==> src/rtl/tl_pkg.sv <==
// Shared types for the traffic-light controller: phase codes, lamp encodings
// {R,G,Y} and the decoded mode/delay reply of the decision block.
package tl_pkg;

    typedef enum logic [1:0] {
        MAIN_G = 2'b00,
        MAIN_Y = 2'b01,
        SIDE_G = 2'b10,
        SIDE_Y = 2'b11
    } phase_e;

    typedef logic [2:0] rgy_t;

    localparam rgy_t LAMP_R = 3'b100;
    localparam rgy_t LAMP_G = 3'b010;
    localparam rgy_t LAMP_Y = 3'b001;

    typedef struct packed {
        rgy_t main_rgy;
        rgy_t side_rgy;
    } lamps_t;

    typedef enum logic [1:0] {
        DEC_HOLD    = 2'b00,
        DEC_EXTEND  = 2'b01,
        DEC_ADVANCE = 2'b10
    } decision_e;

    // Advance dominates; delay only matters when advance is not requested.
    function automatic decision_e decode_decision(input logic mode, input logic delay);
        if (mode)
            return DEC_ADVANCE;
        else if (delay)
            return DEC_EXTEND;
        else
            return DEC_HOLD;
    endfunction

    function automatic lamps_t phase_lamps(input phase_e phase);
        lamps_t l;
        case (phase)
            MAIN_G:  l = '{main_rgy: LAMP_G, side_rgy: LAMP_R};
            MAIN_Y:  l = '{main_rgy: LAMP_Y, side_rgy: LAMP_R};
            SIDE_G:  l = '{main_rgy: LAMP_R, side_rgy: LAMP_G};
            default: l = '{main_rgy: LAMP_R, side_rgy: LAMP_Y};
        endcase
        return l;
    endfunction

endpackage

==> src/rtl/tl_tick_gen.sv <==
// Free-running prescaler: tick_o is high for the one clk in which the
// prescaler sits at CLK_DIV-1.
module tl_tick_gen #(
    parameter int CLK_DIV = 50_000
) (
    input  logic clk,
    input  logic rst_n,
    output logic tick_o
);

    localparam int PW = $clog2(CLK_DIV);
    localparam logic [PW-1:0] LAST = PW'(CLK_DIV - 1);

    logic [PW-1:0] presc_q;

    // NOTE: sequential state is written with non-blocking assignments only, so
    // every flop samples pre-edge values regardless of statement order.
    always_ff @(posedge clk or negedge rst_n) begin
        if (!rst_n)
            presc_q <= '0;
        else if (presc_q == LAST)
            presc_q <= '0;
        else
            presc_q <= presc_q + 1'b1;
    end

    assign tick_o = (presc_q == LAST);

endmodule

==> src/rtl/tl_phase_seq.sv <==
// Phase sequencer/timer: phase FSM, phase timer, car-sensor sync/latch and lamp
// decode. Optional flashing-yellow mode is compiled in with TL_FLASH_EN.
module tl_phase_seq
    import tl_pkg::*;
#(
    parameter int CLK_DIV  = 50_000,
    parameter int T_GREEN  = 20,
    parameter int T_YELLOW = 3,
    parameter int T_EXT    = 5,
    parameter int CNT_W    = 8
) (
    input  logic       clk,
    input  logic       rst_n,
    input  logic       car_i,
    input  logic       mode_i,
    input  logic       delay_i,
`ifdef TL_FLASH_EN
    input  logic       flash_i,
`endif
    output logic [1:0] state_o,
    output logic       full_o,
    output logic       c_o,
    output logic [2:0] main_rgy_o,
    output logic [2:0] side_rgy_o
);

    localparam logic [CNT_W-1:0] G_LAST = CNT_W'(T_GREEN - 1);
    localparam logic [CNT_W-1:0] Y_LAST = CNT_W'(T_YELLOW - 1);
    localparam logic [CNT_W-1:0] E_LAST = CNT_W'(T_EXT - 1);

    logic             tick;
    phase_e           state_q, state_d;
    logic [CNT_W-1:0] count_q, count_d, count_last;
    logic             ext_q, ext_d;
    logic             full_q, full_d;
    logic             full_seen_q;
    logic             c_q, c_d;
    logic [1:0]       car_sync_q;
    decision_e        decision;
    lamps_t           lamps;
`ifdef TL_FLASH_EN
    logic             flash_q;
    logic             flash_y_q, flash_y_d;
`endif

    tl_tick_gen #(
        .CLK_DIV (CLK_DIV)
    ) u_tick_gen (
        .clk    (clk),
        .rst_n  (rst_n),
        .tick_o (tick)
    );

    always_ff @(posedge clk or negedge rst_n) begin
        if (!rst_n) begin
            state_q     <= MAIN_G;
            count_q     <= '0;
            ext_q       <= 1'b0;
            full_q      <= 1'b0;
            full_seen_q <= 1'b0;
            c_q         <= 1'b0;
            car_sync_q  <= 2'b00;
`ifdef TL_FLASH_EN
            flash_q     <= 1'b0;
            flash_y_q   <= 1'b0;
`endif
        end else begin
            state_q     <= state_d;
            count_q     <= count_d;
            ext_q       <= ext_d;
            full_q      <= full_d;
            full_seen_q <= full_q;
            c_q         <= c_d;
            car_sync_q  <= {car_sync_q[0], car_i};
`ifdef TL_FLASH_EN
            flash_q     <= flash_i;
            flash_y_q   <= flash_y_d;
`endif
        end
    end

    // A decision is only trusted once full_o has been visible for a full
    // cycle, because the upstream reply is registered one clk behind us.
    // NOTE: every signal written here gets a default first, so no path can
    // leave it unassigned and infer a latch.
    always_comb begin
        state_d    = state_q;
        count_d    = count_q;
        ext_d      = ext_q;
        full_d     = full_q;
        c_d        = c_q | car_sync_q[1];
        decision   = decode_decision(mode_i, delay_i);
        count_last = ext_q ? E_LAST
                   : ((state_q == MAIN_Y || state_q == SIDE_Y) ? Y_LAST : G_LAST);

        if (full_q && full_seen_q) begin
            case (decision)
                DEC_ADVANCE: begin
                    state_d = phase_e'(state_q + 2'd1);
                    count_d = '0;
                    ext_d   = 1'b0;
                    full_d  = 1'b0;
                    if (state_q == MAIN_Y)
                        c_d = 1'b0;
                end
                DEC_EXTEND: begin
                    count_d = '0;
                    ext_d   = 1'b1;
                    full_d  = 1'b0;
                end
                default: ;
            endcase
        end else if (!full_q && tick) begin
            if (count_q == count_last)
                full_d = 1'b1;
            else
                count_d = count_q + 1'b1;
        end

`ifdef TL_FLASH_EN
        flash_y_d = flash_y_q;
        if (flash_i) begin
            state_d   = state_q;
            count_d   = count_q;
            ext_d     = ext_q;
            full_d    = 1'b0;
            c_d       = c_q | car_sync_q[1];
            flash_y_d = !flash_q ? 1'b1 : (tick ? ~flash_y_q : flash_y_q);
        end else if (flash_q) begin
            state_d = MAIN_Y;
            count_d = '0;
            ext_d   = 1'b0;
            full_d  = 1'b0;
        end
`endif
    end

    always_comb begin
        lamps = phase_lamps(state_q);
`ifdef TL_FLASH_EN
        if (flash_q) begin
            lamps.main_rgy = flash_y_q ? LAMP_Y : 3'b000;
            lamps.side_rgy = flash_y_q ? LAMP_Y : 3'b000;
        end
`endif
    end

    assign state_o    = state_q;
    assign full_o     = full_q;
    assign c_o        = c_q;
    assign main_rgy_o = lamps.main_rgy;
    assign side_rgy_o = lamps.side_rgy;

endmodule
==> config.mk <==
export PLATFORM = sky130hd
export DESIGN_NAME = tl_phase_seq
export DESIGN_NICKNAME = d
export VERILOG_FILES = /design/src/rtl/tl_pkg.sv /design/src/rtl/tl_tick_gen.sv /design/src/rtl/tl_phase_seq.sv
export SDC_FILE = /design/constraint.sdc
export NUM_CORES = 1
export LEC_CHECK = 0
export BUFFER_PORTS_ARGS = -buffer_cell sky130_fd_sc_hd__buf_2
export CAP_MARGIN = 20
export CORE_ASPECT_RATIO = 1.1
export CORE_MARGIN = 3
export CORE_UTILIZATION = 40
export CTS_BUF_LIST = sky130_fd_sc_hd__clkbuf_4 sky130_fd_sc_hd__clkbuf_8 sky130_fd_sc_hd__clkbuf_16
export DETAILED_ROUTE_END_ITERATION = 6
export HOLD_SLACK_MARGIN = 0.06
export PLACE_DENSITY = 0.59
export SLEW_MARGIN = 20
export SYNTH_ARGS = -nofsm -noshare
export SYNTH_HDL_FRONTEND = slang
export SYNTH_SLANG_ARGS = --single-unit
==> constraint.sdc <==
create_clock -name clk -period 4.5 [get_ports clk]
set_input_delay 0.225 -clock clk [delete_from_list [all_inputs] [get_ports clk]]
set_output_delay 0.225 -clock clk [all_outputs]
set_load 0.03 [all_outputs]
# ---- Yosys cells after proc, flatten, opt, wreduce, memory -nomap -nowiden
# Index checks and enable logic that the tools add are counted.
dict set report op_classes {
  addsub 3
  eq_ne 9
  n_mux 18
  bitwise_logic 1
  n_reduce_logical 13
}
# cell count
set ops {}
lappend ops {{2-to-1 mux 8 bit} 4}
lappend ops {{one-hot mux 6 bit (3 select lines)} 1}
lappend ops {{adder 16 x 1 -> 16 bit, second input constant} 1}
lappend ops {{equality test 16 bit, second input constant} 1}
lappend ops {{2-to-1 mux 16 bit} 1}
lappend ops {{2-to-1 mux 5 bit} 2}
lappend ops {{adder 8 x 1 -> 8 bit, second input constant} 1}
lappend ops {{equality test 8 x 5 -> 1 bit} 1}
lappend ops {{2-to-1 mux 1 bit} 8}
lappend ops {{equality test 2 bit, second input constant} 3}
lappend ops {{AND reduction 3 bit} 2}
lappend ops {{nonzero test 2 bit} 3}
lappend ops {{equality test 2 x 1 -> 1 bit, second input constant} 2}
lappend ops {{!= test 2 bit, second input constant} 2}
lappend ops {{AND reduction 2 bit} 2}
lappend ops {{adder 2 x 1 -> 2 bit, second input constant} 1}
lappend ops {{logical AND 1 bit} 2}
lappend ops {{zero test 2 bit} 1}
lappend ops {{2-to-1 mux 2 bit} 1}
lappend ops {{one-hot mux 1 bit (2 select lines)} 1}
lappend ops {{OR reduction 2 bit} 1}
lappend ops {{zero test 1 bit} 1}
lappend ops {{logical OR 1 bit} 1}
lappend ops {{bitwise OR 1 bit} 1}
dict set report word_totals {
  ff_bits 32
  inputBits 5
  output_inout_bits 10
  elab_cells 52
}

# ---- Depth between registers and ports, before layout
# Gate-level depths: netlist of the first run.
dict set report logic_depth {
  ltp_word 8
  ltp_mapped 7
  mapped_depth_nobuf 7
}

# ---- Cells and area by module
# From an unflattened synthesis of the first run, not the netlist that was laid out.
dict set report unflattened {
  cells_unflattened 149
  hier_area_um2 1662.8
}
# mod n_inst cells_per_inst area_per_inst_um2 seq_area_each_um2
set modules_own_cells {}
lappend modules_own_cells {tl_phase_seq 1 82 900.9 400.4}
lappend modules_own_cells {tl_tick_gen 1 67 762.0 400.4}

# ---- Worst setup path after synthesis of the first run
# No wires, ideal clock.
dict set report synth_timing {
  path_type {reg-to-reg}
  start {register state_q[1] (netlist: state_o[1])}
  end {register count_q[2]}
  setup_time_ns 0.082
  arrival_ns 2.033
  t_required_ns 4.418
  path_slack_ns 2.385
  stages_incl_launch_ff 8
  n_path_buf 0
  period_less_slack_ns 2.115
  cell_sequence {dfrtp_1 -> inv_1 -> ha_1 -> nor3_1 -> mux2i_1 -> a21oi_2 -> a21o_1 -> a31oi_1}
}
dict set report synth_between {
  elab_chain_cells 7
  elab_cells_between_ends 8
  cone_classes {4 x eq/ne; 2 x mux; 2 x reduce/logical}
}
# item line_no
set synth_rtl {}
lappend synth_rtl {{start: declaration} tl_phase_seq.sv:32} ;# phase_e state_q, state_d;
lappend synth_rtl {{start signal: assignment} tl_phase_seq.sv:68} ;# state_q <= state_d;
lappend synth_rtl {{equality test 2 x 1 -> 1 bit / equality test 2 bit (equally long branches)} tl_phase_seq.sv:94} ;# : ((state_q == MAIN_Y || state_q == SIDE_Y) ? Y_LAST : G_LAST);
lappend synth_rtl {{logical OR 1 bit (*)} tl_phase_seq.sv:94}
lappend synth_rtl {{2-to-1 mux 5 bit (*)} tl_phase_seq.sv:94}
lappend synth_rtl {{2-to-1 mux 5 bit (*)} tl_phase_seq.sv:93} ;# count_last = ext_q ? E_LAST
lappend synth_rtl {{equality test 8 x 5 -> 1 bit (*)} tl_phase_seq.sv:114} ;# if (count_q == count_last)
lappend synth_rtl {{!= test 2 bit (no line) (*)} --}
lappend synth_rtl {{AND reduction 3 bit (no line) (*)} --}
lappend synth_rtl {{end signal: assignment} tl_phase_seq.sv:69} ;# count_q <= count_d;
lappend synth_rtl {{end: declaration} tl_phase_seq.sv:33} ;# logic [CNT_W-1:0] count_q, count_d, count_last;
# Mark *: on every way between the ends. The rest lies on a longest branch, timed or not.
# A chain may end at the register's enable or synchronous reset.

# ---- Final worst setup path of the first run
# Ends and elaborated chain as after synthesis.

==> results of run 1 <==
==> where the power goes <==
part | internal, mW | switching [mW] | total (mW)
registers | 0.313 | 0.0337 | 0.347
clock network | 0.170 | 0.103 | 0.273
logic | 0.0739 | 0.148 | 0.222
==> kinds of logic (layout without fill, tap and decap cells) <==
logic type / Yosys count / count (layout) / share of synthesized area
simple gates: 65 / 65 / 0.239
mux: 3 / 3 / 0.0195
compound gates: 28 / 28 / 0.119
flops: 32 / 32 / 0.480
xor+xnor: 14 / 14 / 0.0735
buf+inv: 5 / 27 / 0.0158
fa+ha+maj: 7 / 7 / 0.0525
==> cell usage after synthesis, drive strengths merged <==
cell type / n / share of area
dfrtp: 32 / 0.48
o311ai: 1 / 0.0053
xnor2: 6 / 0.032
o311a: 2 / 0.012
mux2i: 1 / 0.0060
a211o: 2 / 0.011
nor4: 4 / 0.033
or2: 2 / 0.0075
a21o: 3 / 0.014
or3b: 1 / 0.0053
nor3: 2 / 0.0060
nand3: 8 / 0.024
and3: 3 / 0.011
and2: 2 / 0.0075
buf: 2 / 0.0090
mux2: 2 / 0.014
o21ai: 5 / 0.017
and4bb: 2 / 0.015
a32o: 1 / 0.0060
a31oi: 5 / 0.019
o41ai: 1 / 0.0053
ha: 7 / 0.053
nand2: 13 / 0.029
or3: 1 / 0.0038
a21oi: 7 / 0.026
nor2b: 1 / 0.0038
nor2: 16 / 0.036
o21a: 1 / 0.0045
and4: 3 / 0.017
inv: 3 / 0.0068
or4: 1 / 0.0045
xor2: 8 / 0.042
nand3b: 1 / 0.0045
nand4: 5 / 0.032
==> sequential cells by signal, indices dropped and copies added, names as in the netlist <==
name                flops
c_o                     1
car_sync_q              2
count_q                 8
ext_q                   1
full_o                  1
full_seen_q             1
state_o                 2
u_tick_gen.presc_q     16
==> final timing paths <==
check | end | slack (ps) | depth (start not counted) | from
worst max-delay path | count_q[2] | 2500 | 7 | state_o[1]
worst min-delay path | ext_q | 170 | 2 | mode_i
worst max register to register | count_q[2] | 2500 | 7 | state_o[1]
worst min register to register | car_sync_q[1] | 350 | 0 | car_sync_q[0]
max in group asynchronous | u_tick_gen.presc_q[7] | 3510 | 2 | rst_n
min in group asynchronous | count_q[0] | 520 | 2 | rst_n
==> layer usage <==
metal  share of wire  vias to the layer above  track usage
met5               0                        -            0
met4           0.025                        0       0.0743
met3           0.059                        8       0.0474
met2            0.47                       34        0.243
met1            0.45                      591        0.186
li1                -                      601            -
==> metrics by stage <==
step                cells  utilization  setup slack [ps]  total power, mW
global route          228        0.481              2290            0.894
global placement      218        0.448              2570            0.569
finish                228        0.481              2500            0.842
floorplan             154            -              2380            0.515
CTS                   228        0.481              2490            0.853
detailed placement    218        0.448              2520            0.574
==> layout make-up <==
cell class / count / area share
timing repair buffer: 16 / 0.0469
sequential: 32 / 0.417
clock buffer: 6 / 0.0398
tap: 52 / 0.0339
inverter: 3 / 0.00587
multi-input combinational: 117 / 0.438
clock inverter: 2 / 0.0183
==> cells in the final DEF (no fill, tap or decap), drive strengths merged, types with 3 or more instances in the layout <==
cell type	instances
dfrtp	32
buf	14
ha	7
clkbuf	6
inv	3
xnor2	6
xor2	8
a31oi	5
a21oi	7
and4	3
nand3	8
and3	3
a21o	3
nor2	16
nand2	13
nand4	5
o21ai	5
nor4	4
==> timing repair <==
item | in CTS | in global routing
endpoints found under the hold margin | 33 | 0
endpoints found under the setup margin | 0 | 0
hold buffers | 2 | 0
==> critical path: cells and delay by family, from the launching register on <==
family	cells	cell delay (ps)
simple gates	1	240
fa+ha+maj	1	230
buf+inv	1	90
compound gates	3	550
flops	1	400
mux	1	410
==> out/metrics.cfg, run 1 <==
[timing]
fin_hold_ws_ps = 166
fin_tns_setup_ps = 0
rsz0062_at_grt = false
slew_violations = 0
period_needed_ps = 2000
fmaxAchievable_mhz = 500
post-route-period-util = 0.445
worst_slew_pin_slew_ps = 704
hold_viol_final = 0
setup_viol = 0
relSlewSlack = 0.531
clock_skew_ps = 5.75

[route]
drt-total-wl_mm = 3.16
drtAntennaViolNets = 0
drcViolationCount = 0
dr.pass1.iters = 4
vias = 1234
wl_per_cell_um = 13.9
via_per_inst = 5.41
first_iter_violations = 58

[synthesis]
yosysUniqueCellTypes = 43
synth_seq_area_share = 0.480
synth_seq_cells = 32
synth_area_um2 = 1670
synthCells = 154
avgSynthCellArea_um2 = 10.8
yosysWarnings = 0
synth_fp_nets = 166

[finish]
synthToLayoutAreaGrowth_pct = 15.1
final_nets = 187
multi_input_area_um2 = 841
design_area_um2 = 1920
nFillCells = 367
n_antenna_cell = 0
sequential_cell_area_um2 = 801
drive_above_1_share = 0.216

[clocking]
cts.sinks = 32
root_buffer = clkbuf_8
clk_pin_slew_ps = 70
cts_max_path_buffers = 2
htreeDepth = 2
tritoncts = built
cts_resized = 0
post_cts_buffers = 0
numCtsBuffers = 5
clkLatencyLatePin_ps = 280

[global_route]
overflow = 0
antenna_found_initial = 0
first_global_vias = 1264
grt_max_degree = 33
grt_pass1_wl_mm = 5.65
grt_use_total = 0.153

[status]
status = finished, final reports clean

[critical_path]
max_stage_delay_ps = 410
cp_max_fo = 5
crit_type = flip-flop to flip-flop
crit_path_top_delay_cell = mux2i_1
arrival_ps = 2200
cp.required_ps = 4700
path_cells = inv_1 -> ha_1 -> nor3_1 -> mux2i_1 -> a21oi_2 -> a21o_1 -> a31oi_1
critPathLaunchType = flip-flop
end_kind = flip-flop

[die]
rows = 24
ios = 15
dieHeight_um = 73.7
start_util = 0.418
dieArea_um2 = 4980
core_um2 = 3990
die_w_um = 67.6

[place]
placed_area_um2 = 1790
io_buffers = 14
place.gp.congestion = 0.883
dp_hpwl_mm = 2.30

[hold_path]
hp-class = primary input to flip-flop

[power_and_ir_drop]
vdd_ir_drop_max_v = 0.000127
p_leak_nw = 0.898
p_per_area_nw_per_um2 = 439

[job]
maxCapViolCount = 0

Note: power is estimated with default switching activity, not from simulation.
==> inputs of run 2 (changes only) <==
Settings changed: PLACE_DENSITY 0.59 to 0.62.
Clock period 4.5 ns to 1.6 ns, I/O delays scaled along.
==> out/metrics.cfg, run 2 (synthesized netlist as in run 1, its figures left out) <==
[clocking]
clk_pin_slew_ps = 70
htreeDepth = 2
cts.sinks = 32
cts_max_path_buffers = 2
clkLatencyLatePin_ps = 280
tritoncts = built
numCtsBuffers = 5
root_buffer = clkbuf_8

[status]
status = finished, violations left
violations = negative setup slack

[timing]
slew_violations = 0
worst_slew_pin_slew_ps = 407
fin_hold_ws_ps = 86.9
fin_ws_ps = -98.4
hold_viol_final = 0
rsz0062_at_grt = true
setup_viol = 15
relSlewSlack = 0.728
fmaxAchievable_mhz = 589
clock_skew_ps = 10.1
post-route-period-util = 1.06
period_needed_ps = 1700

[finish]
design_area_um2 = 2480
synthToLayoutAreaGrowth_pct = 48.8
most-common-layout-cells = buf_4, dfrtp_1, nor2_1, nand2_1, buf_2
nFillCells = 301
final_common_cell = buf_4
sequential_cell_area_um2 = 803
fin_cells = 279
regMostFlops = u_tick_gen.presc_q
drive_above_1_share = 0.471
top_regs = u_tick_gen.presc_q (16), count_q (8)
final_nets = 238
multi_input_area_um2 = 1010
largest_reg_flops = 16
n_antenna_cell = 0

[global_route]
first_global_vias = 1589
overflow = 0
grt_use_met1 = 0.202
antenna_found_initial = 0
grtUsageMet2 = 0.337
grt_use_total = 0.187
met3_usage = 0.0505
grt_pass1_wl_mm = 6.96
top_usage_layer = met2
grt_max_degree = 18

[place]
place_ws_ps = -132
placed_area_um2 = 2120
placed_cells_incl_taps = 255
dp_hpwl_mm = 2.87
io_buffers = 14
place.gp.congestion = 0.802

[die]
dieHeight_um = 73.7
core_um2 = 3990
die_w_um = 67.6
dieArea_um2 = 4980
start_util = 0.418
ios = 15
rows = 24

[route]
first_iter_violations = 106
drtAntennaViolNets = 0
dr.pass1.iters = 5
drt-total-wl_mm = 4.12
drcViolationCount = 0
wl_per_cell_um = 14.8
via_per_inst = 5.54
vias = 1545

[critical_path]
critPathLaunchType = flip-flop
end_kind = output pin
cp_max_fo = 3
cp.required_ps = 1520
crit_type = flip-flop to output pin
arrival_ps = 1620

[hold_path]
hp-class = primary input to flip-flop

[job]
maxCapViolCount = 0

[power_and_ir_drop]
vdd_ir_drop_max_v = 0.000752
finalPower_mw = 2.82
p_leak_nw = 1.15
p_per_area_nw_per_um2 = 1140

run 2: final cells by class:
| type | instances | area share |
|---|---|---|
| well taps | 52 | 0.0262 |
| flip-flops and latches | 32 | 0.324 |
| multi-input cells | 118 | 0.409 |
| clock buffers | 7 | 0.0338 |
| inverters | 3 | 0.00555 |
| clock inverters | 1 | 0.00202 |
| repair buffers | 66 | 0.200 |
run 2: per-layer routing:
layer  vias to the layer above  part of all wire
li1                        715                 -
met1                       771              0.40
met2                        51              0.53
met3                         8             0.044
met4                         0             0.022
met5                         -                 0
run 2: final timing paths:
kind	startpoint	end	slack [ps]	depth (start not counted)
worst min-delay path	delay_i	ext_q	90	3
min in group asynchronous	rst_n	count_q[2]	250	2
worst min register to register	car_sync_q[0]	car_sync_q[1]	360	0
max in group asynchronous	rst_n	u_tick_gen.presc_q[2]	860	3
worst max register to register	u_tick_gen.presc_q[1]	count_q[6]	-90	5
worst max-delay path	state_o[1]	main_rgy_o[2]	-100	6
run 2: metrics by stage:
step,util,setup TNS [ps]
2_1_floorplan,-,-836
3_3_place_gp,0.531,-368
3_5_place_dp,0.531,-650
4_1_cts,0.593,-696
5_1_grt,0.621,-2600
6_report,0.621,-895
run 2: timing repair:
item	in CTS	in global routing
hold buffers	3	0
hold endpoints to repair	18	0
setup endpoints to repair	9	22
gates cloned	1	1
resized for setup	11	20
buffers inserted	8	6
pin swaps	10	14
run 2: report_power, final:
| part | switching, mW | internal (mW) | total (mW) |
|---|---|---|---|
| Combinational | 0.659 | 0.598 | 1.26 |
| Clock | 0.274 | 0.338 | 0.613 |
| Sequential | 0.0679 | 0.886 | 0.954 |
| Total | 1.00 | 1.82 | 2.82 |
run 2: worst max-delay path, stage by stage (launching register included):
cell and delay [ps]:
dfrtp_2 440, buf_4 140, buf_6 100, buf_4 120, ha_2 170, or2_4 230
buf_6 140
